==> src/rtl/bcd_updown_counter.sv <==
// Multi-digit BCD up/down counter with programmable terminal value,
// validated parallel load, cascade flag and wrap/error pulses.
module bcd_updown_counter #(
  parameter int DIGITS  = 2,
  parameter int MOD_MAX = 99
) (
  input  logic                  clk,
  input  logic                  reset,
  input  logic                  en,
  input  logic                  up,
  input  logic                  load,
  input  logic [4*DIGITS-1:0]   load_val,
  output logic [4*DIGITS-1:0]   count,
  output logic                  tc,
  output logic                  wrap,
  output logic                  err
);

  localparam int W = 4 * DIGITS;

  function automatic logic [W-1:0] to_bcd(input int v);
    logic [W-1:0] r;
    int t;
    r = '0;
    t = v;
    for (int k = 0; k < DIGITS; k++) begin
      r[4*k +: 4] = 4'(t % 10);
      t = t / 10;
    end
    return r;
  endfunction

  localparam logic [W-1:0] MAX_BCD = to_bcd(MOD_MAX);

  logic [W-1:0] r_count;
  logic         r_wrap;
  logic         r_err;

  logic [W-1:0] w_inc;
  logic [W-1:0] w_dec;
  logic         w_c;
  logic         w_b;
  logic         w_valid;
  logic         w_at_max;
  logic         w_at_zero;

  // Ripple carry/borrow across digits, least significant first.
  always_comb begin
    w_inc = r_count;
    w_dec = r_count;
    w_c   = 1'b1;
    w_b   = 1'b1;
    for (int k = 0; k < DIGITS; k++) begin
      if (w_c) begin
        if (r_count[4*k +: 4] == 4'd9) begin
          w_inc[4*k +: 4] = 4'd0;
        end else begin
          w_inc[4*k +: 4] = r_count[4*k +: 4] + 4'd1;
          w_c = 1'b0;
        end
      end
      if (w_b) begin
        if (r_count[4*k +: 4] == 4'd0) begin
          w_dec[4*k +: 4] = 4'd9;
        end else begin
          w_dec[4*k +: 4] = r_count[4*k +: 4] - 4'd1;
          w_b = 1'b0;
        end
      end
    end
  end

  // Valid BCD compares digit-wise in the same order as plain binary.
  always_comb begin
    w_valid = (load_val <= MAX_BCD);
    for (int k = 0; k < DIGITS; k++) begin
      if (load_val[4*k +: 4] > 4'd9) w_valid = 1'b0;
    end
  end

  assign w_at_max  = (r_count == MAX_BCD);
  assign w_at_zero = (r_count == '0);

  always_ff @(posedge clk) begin
    if (reset) begin
      r_count <= '0;
      r_wrap  <= 1'b0;
      r_err   <= 1'b0;
    end else begin
      r_wrap <= 1'b0;
      r_err  <= 1'b0;
      if (load) begin
        if (w_valid) begin
          r_count <= load_val;
        end else begin
          r_count <= '0;
          r_err   <= 1'b1;
        end
      end else if (en) begin
        if (up) begin
          if (w_at_max) begin
            r_count <= '0;
            r_wrap  <= 1'b1;
          end else begin
            r_count <= w_inc;
          end
        end else begin
          if (w_at_zero) begin
            r_count <= MAX_BCD;
            r_wrap  <= 1'b1;
          end else begin
            r_count <= w_dec;
          end
        end
      end
    end
  end

  assign count = r_count;
  assign wrap  = r_wrap;
  assign err   = r_err;
  assign tc    = en & ((up & w_at_max) | (~up & w_at_zero));

endmodule

==> config.mk <==
export PLATFORM = sky130hd
export DESIGN_NAME = bcd_updown_counter
export DESIGN_NICKNAME = d
export VERILOG_FILES = /design/src/rtl/bcd_updown_counter.sv
export SDC_FILE = /design/constraint.sdc
export NUM_CORES = 1
export LEC_CHECK = 0
export ABC_AREA = 1
export ABC_CLOCK_PERIOD_IN_PS = 1200
export BUFFER_PORTS_ARGS = -buffer_cell sky130_fd_sc_hd__buf_2
export CAP_MARGIN = 0
export CORE_MARGIN = 1.5
export CORE_UTILIZATION = 46
export DETAILED_ROUTE_END_ITERATION = 7
export PLACE_DENSITY = 0.74
export SLEW_MARGIN = 0
export SYNTH_ARGS = -nofsm -noshare
export SYNTH_HDL_FRONTEND = slang
export SYNTH_SLANG_ARGS = --single-unit
==> constraint.sdc <==
create_clock -name clk -period 1.2 [get_ports clk]
set_input_delay 0 -clock clk [delete_from_list [all_inputs] [get_ports clk]]
set_output_delay 0 -clock clk [all_outputs]
set_load 0.01 [all_outputs]
==> flow_summary.json, run 1 <==
{
  "fin_ws_ns": -0.1441,
  "cp-startpoint": "count[0]$_SDFFE_PP0P_",
  "synthAdderAreaFrac": 0.04255,
  "place.gp.congestion": 0.8451,
  "die_w_microns": 46.79,
  "fin_crit_sh": 1.120,
  "critPathRequiredTime_ns": 1.20,
  "cp-end-kind": "output port",
  "cts-root-buf": "clkbuf_4",
  "netlist_instances": 141,
  "syn_area_sq_um": 882.1,
  "hp-start": "load_val[5]",
  "placed_cell_area_sq_um": 1057,
  "antenna_found_initial": 0,
  "wl_mm": 2.444,
  "finalInstanceArea_sq_um": 1231,
  "setup_viol": 8,
  "avgViaCountPerCell": 5.228,
  "synth_area_leader_cell": "dfxtp_1",
  "hpwl_mm": 1.769,
  "synth_area_leaders": "dfxtp_1, nand2_1, nand3_1, a21oi_1, inv_1",
  "slew_violations": 0,
  "clkLatencyLatePin_ns": 0.27,
  "initial_core_util": 0.5000,
  "synth_compound_area_frac": 0.1475,
  "grt_max_degree": 12,
  "finalPower_w": 0.001248,
  "fmax_ghz": 0.7440,
  "p_per_area_nw_per_um2": 1014,
  "tightest_slew_ns": 0.3625,
  "cp_max_fo": 5,
  "finClkSkew_ns": 0.005325,
  "synth-seq-cells": 10,
  "area_delta_synth_final_pct": 39.57,
  "synth_top_family_by_area": "simple AND/OR/NAND/NOR gates",
  "wl_per_cell_microns": 12.10,
  "rsz0062_at_grt": "yes",
  "start_kind": "flip-flop",
  "num_vias": 1056,
  "fillCellCount": 174,
  "first_iter_violations": 27,
  "core_sq_um": 1764,
  "violations": "negative setup slack",
  "port_buffers": 23,
  "grt_overflow_total": 0,
  "io_pins": 24,
  "ys_seq_area_frac": 0.2270,
  "synth_mux_area_frac": 0,
  "diodes": 0,
  "cts.sinks": 10,
  "hold_viol": 0,
  "synth_top_area_share": 0.2270,
  "grt_usage": 0.2478,
  "grt_pass1_wl_mm": 3.919,
  "slew_headroom": 0.7580,
  "drv_cap": 0,
  "grt_pass1_vias": 892,
  "syn-num-nets": 157,
  "ir_worst_vdd_uv": 717.5,
  "rows": 15,
  "yosysWarnings": 0,
  "detail-route-antenna-nets": 0,
  "htreeDepth": 1,
  "clk_path_buf_depth": 2,
  "synthSimpleGateAreaFrac": 0.4539,
  "dr.pass1.iters": 4,
  "final_nets": 194,
  "die_h_microns": 46.79,
  "cp_data_arrival_time_ns": 1.34,
  "post-place-ws_ns": -0.07718,
  "cts-buffers-inserted": 3,
  "drc_errors": 0,
  "drive_gt1_frac": 0.4237,
  "cts_tree": "yes",
  "worstReg2RegStart": "count[0]$_SDFFE_PP0P_",
  "crit_type": "reg -> out",
  "synth_area_per_cell_sq_um": 6.256,
  "synthXorXnorAreaFrac": 0.01986,
  "clk_pin_slew_ns": 0.08,
  "synth.distinct_cells": 24,
  "outcome": "complete, but fails checks",
  "min_period_ns": 1.344,
  "leakage_nw": 0.6337,
  "hold_class": "in -> reg",
  "die_area_sq_um": 2189
}
-- where the power goes --
| group | switching (W) | leakage (nW) | internal, W |
|---|---|---|---|
| Clock | 0.000131 | 0.0210 | 0.000184 |
| Sequential | 0.0000439 | 0.0851 | 0.000364 |
| Combinational | 0.000302 | 0.528 | 0.000224 |
| Total | 0.000477 | 0.634 | 0.000772 |
-- cells by family (layout without fill, tap and decap cells) --
family / Yosys count / after routing
adder cells (fa/ha/maj): 3 / 3
buffers and inverters: 19 / 55
flip-flops: 10 / 10
AO/OA/AOI/OAI: 22 / 22
XOR/XNOR: 2 / 2
AND/OR/NAND/NOR: 85 / 85
-- cells in the final DEF (no fill, tap or decap) --
cell | synthesis | layout
a21oi_1 | 11 | 7
a21oi_2 | 2 | 6
and3_1 | 1 | 1
buf_2 | 0 | 22
buf_4 | 0 | 10
buf_6 | 2 | 2
clkbuf_4 | 0 | 3
clkbuf_8 | 1 | 1
dfxtp_1 | 10 | 5
dfxtp_2 | 0 | 2
dfxtp_4 | 0 | 3
dlygate4sd3_1 | 0 | 1
ha_2 | 0 | 1
ha_4 | 0 | 2
inv_1 | 14 | 10
inv_2 | 2 | 4
inv_4 | 0 | 2
nand2_1 | 48 | 45
nand2_2 | 2 | 4
nand2_4 | 0 | 1
nand3_1 | 13 | 13
nand3_2 | 3 | 2
nand3_4 | 1 | 2
nand4_1 | 6 | 6
nor2_1 | 7 | 5
nor2_2 | 3 | 3
nor2_4 | 0 | 2
o211ai_1 | 1 | 1
o21ai_0 | 4 | 3
o21ai_1 | 1 | 1
o21ai_2 | 2 | 3
o21bai_1 | 1 | 1
or2_1 | 1 | 1
xor2_1 | 2 | 2
-- metal layers --
layer,vias to the layer above,global-route usage,part of all wire
met1,475,0.3568,0.47
li1,540,-,-
met5,-,0,0
met2,41,0.3836,0.47
met4,0,0.06667,0
met3,0,0.04231,0.058
-- critical path, stage by stage (launching register included) --
cell,delay (ns)
dfxtp_4,0.38
inv_4,0.07
ha_4,0.14
nand3_4,0.12
nand2_2,0.09
nand3_2,0.08
nor2_4,0.09
buf_6,0.10
-- synth_stat cells (all sizes together) --
master and count:
inv 16, o211ai 1, o21bai 1, nand3 17, xor2 2, buf 2
clkbuf 1, o21ai 7, and3 1, dfxtp 10, nand2 50, a21oi 13
ha 3, nor2 10, or2 1, nand4 6
-- sequential cells by signal, summed over array words and instances, names as in the netlist --
| signal | count |
|---|---|
| err | 1 |
| wrap | 1 |
| count | 8 |
-- repair_timing --
action | 4_1_cts | 5_1_grt
hold endpoints to repair | 2 | 0
pin swaps | 7 | 4
cloned | 0 | 0
buffers inserted | 1 | 4
hold buffers | 1 | 0
setup endpoints to repair | 9 | 10
gates resized for setup | 18 | 11
-- stage by stage --
step	TNS [ns]	utilization	hold slack (ns)	std cells
after floorplan	-0.0006009	-	0.06244	141
after global placement	-0.01224	0.5993	0.2208	192
after detailed placement	-0.2772	0.5993	0.2259	192
after CTS	-0.3765	0.6660	0.01804	198
after global routing	-1.298	0.6979	0.03515	202
final	-0.4589	0.6979	0.02448	202
-- worst paths after layout --
| path | endpoint | slack [ns] | depth (start not counted) |
|---|---|---|---|
| worst max-delay path | tc | -0.14 | 7 |
| worst min-delay path | count[5]$_SDFFE_PP0P_ | 0.02 | 3 |
| worst max register to register | count[2]$_SDFFE_PP0P_ | -0.11 | 8 |
| worst min register to register | count[4]$_SDFFE_PP0P_ | 0.55 | 2 |
-- cell type report --
type | instances | area [sq um] | share of cell area
clock buffers | 4 | 36.28 | 0.02947
inverters | 16 | 65.06 | 0.05285
multi-input cells | 112 | 666.9 | 0.5417
flip-flops and latches | 10 | 214.0 | 0.1738
well taps | 25 | 31.28 | 0.02541
repair buffers | 35 | 217.7 | 0.1768
(Power assumes the default switching activity.)
==> inputs of run 2 (changes only) <==
Settings changed: BUFFER_PORTS_ARGS -buffer_cell sky130_fd_sc_hd__buf_2 to unset, CORE_UTILIZATION 46 to 55, DONT_BUFFER_PORTS set to 1, PLACE_DENSITY 0.74 to 0.73.
==> run 2 against run 1 <==
The run still ends with negative setup slack left. Hold slack better by 0.011 ns. Combinational power up 5.3%. Clock-buffer cell count unchanged. Via count up 3.7%. Final cell count down 8.4%. Clock skew down 0.00082 ns. Die area down 15%. Highest routed layer is now met4.
==> flow_summary.json, run 2 (same netlist as run 1, synthesis figures left out) <==
{
  "outcome": "complete, but fails checks",
  "violations": "negative setup slack",
  "clkLatencyLatePin_ns": 0.28,
  "dr.pass1.iters": 4,
  "dr.max_layer_used": "met4",
  "die_area_sq_um": 1853,
  "power.internal_w": 0.0007845,
  "drive_gt1_frac": 0.3432,
  "fillCellCount": 81,
  "final_common_cell": "nand2_1",
  "port_buffers": 0,
  "dp_cells": 166,
  "cts-root-buf": "clkbuf_4",
  "htreeDepth": 1,
  "leakage_nw": 0.6016,
  "fin_cells": 185,
  "p_per_area_nw_per_um2": 1010,
  "post-place-ws_ns": -0.04210,
  "ir_worst_vdd_uv": 689.5,
  "slew_violations": 0,
  "clk_path_buf_depth": 2,
  "wl_mm": 3.012,
  "io_pins": 24,
  "drv_cap": 0,
  "initial_core_util": 0.5855,
  "finalPower_w": 0.001283,
  "grt_pass1_wl_mm": 4.381,
  "hold_slack_ns": 0.03591,
  "antenna_found_initial": 0,
  "cp_data_arrival_time_ns": 1.35,
  "clkPwrFrac": 0.253,
  "power_switching_share": 0.3886,
  "area_delta_synth_final_pct": 43.97,
  "grt_pass1_vias": 979,
  "setup_viol": 10,
  "final_nets": 186,
  "start_kind": "flip-flop",
  "die_w_microns": 43.05,
  "tightest_slew_ns": 0.3765,
  "cts_tree": "yes",
  "wl_met3_microns": 234,
  "finClkSkew_ns": 0.004504,
  "drc_errors": 0,
  "cp_max_fo": 3,
  "clk_pin_slew_ns": 0.08,
  "slew_headroom": 0.7487,
  "power.share.sequential": 0.315,
  "fin_crit_sh": 1.129,
  "dr_wl_met2_mm": 1.559,
  "detail-route-antenna-nets": 0,
  "cp-end-kind": "output port",
  "diodes": 0,
  "min_period_ns": 1.355,
  "rows": 14,
  "hold_viol": 0,
  "p_switching_w": 0.0004987,
  "rsz0062_at_grt": "yes",
  "core_sq_um": 1506,
  "first_iter_violations": 59,
  "num_vias": 1095,
  "grt_usage": 0.3220,
  "hold_class": "in -> reg",
  "fin_ws_ns": -0.1548,
  "die_h_microns": 43.05,
  "final_cell_mix": "nand2_1, buf_4, nand3_1",
  "grt_max_degree": 12,
  "wl_per_cell_microns": 16.28,
  "fmax_ghz": 0.7381,
  "hpwl_mm": 1.787,
  "critPathRequiredTime_ns": 1.20,
  "grt_overflow_total": 0,
  "fin_util": 0.8430,
  "cts.sinks": 10,
  "crit_type": "reg -> out",
  "cts-buffers-inserted": 3,
  "largest_reg_flops": 8,
  "comb_power_share": 0.432,
  "wl_met1_mm": 1.134,
  "avgViaCountPerCell": 5.919,
  "place.gp.congestion": 0.8414
}
==> run 2: cell count changes in the layout (fill, tap and decap cells not counted), moves of 2 or more <==
| cell | change |
|---|---|
| buf_4 | +5 |
| buf_2 | -22 |
| nand2_1 | -2 |
| dlygate4sd3_1 | +9 |
| dfxtp_4 | -2 |
| nand2_4 | +2 |
==> run 2: area by class of cell <==
type / instances / area [sq um] / area share
well taps: 16 / 20.02 / 0.01576
flip-flops and latches: 10 / 207.7 / 0.1635
repair buffers: 27 / 235.2 / 0.1852
inverters: 16 / 65.06 / 0.05123
clock buffers: 4 / 36.28 / 0.02857
multi-input cells: 112 / 705.7 / 0.5557
==> run 2: per-stage QoR <==
step                  TNS [ns]  area, sq um
floorplan           -0.0006009        902.1
global placement      -0.02100        975.9
detailed placement     -0.1544        975.9
CTS                    -0.2458         1195
global route            -1.418         1270
finish                 -0.7691         1270
==> run 2: power by group through the flow <==
stage	registers [W]	clock network [W]	logic [W]
after floorplan	0.000421	0	0.000284
after global placement	0.000400	0	0.000403
after detailed placement	0.000401	0	0.000413
after CTS	0.000399	0.000319	0.000489
after global routing	0.000407	0.000335	0.000595
final	0.000404	0.000325	0.000554
==> run 2: timing repair <==
action	CTS	global route
resized for setup	15	17
endpoints found under the setup margin	10	10
endpoints found under the hold margin	10	0
hold buffers	10	0
pin swaps	8	6
setup buffers	4	1
==> run 2: worst max-delay path: stages (launching register included) <==
cell     delay (ns)
dfxtp_2        0.34
inv_4          0.08
ha_4           0.15
nand3_4        0.11
nand2_4        0.10
nand3_2        0.09
nor2_4         0.10
buf_6          0.10
==> run 2: metal layers <==
metal  global-route usage  vias to the layer above
met5                    0                        -
met4              0.09697                        0
met3              0.08936                       12
met2               0.5606                       55
met1               0.3812                      511
li1                     -                      517
==> run 2: final timing paths <==
| kind | start | endpoint | slack [ns] | cells after the start |
|---|---|---|---|---|
| setup / recovery | count[1]$_SDFFE_PP0P_ | tc | -0.15 | 7 |
| hold / removal | load_val[3] | err$_SDFF_PP0_ | 0.04 | 4 |
| setup reg to reg | count[0]$_SDFFE_PP0P_ | count[3]$_SDFFE_PP0P_ | -0.15 | 9 |
| hold reg to reg | count[4]$_SDFFE_PP0P_ | count[4]$_SDFFE_PP0P_ | 0.58 | 2 |
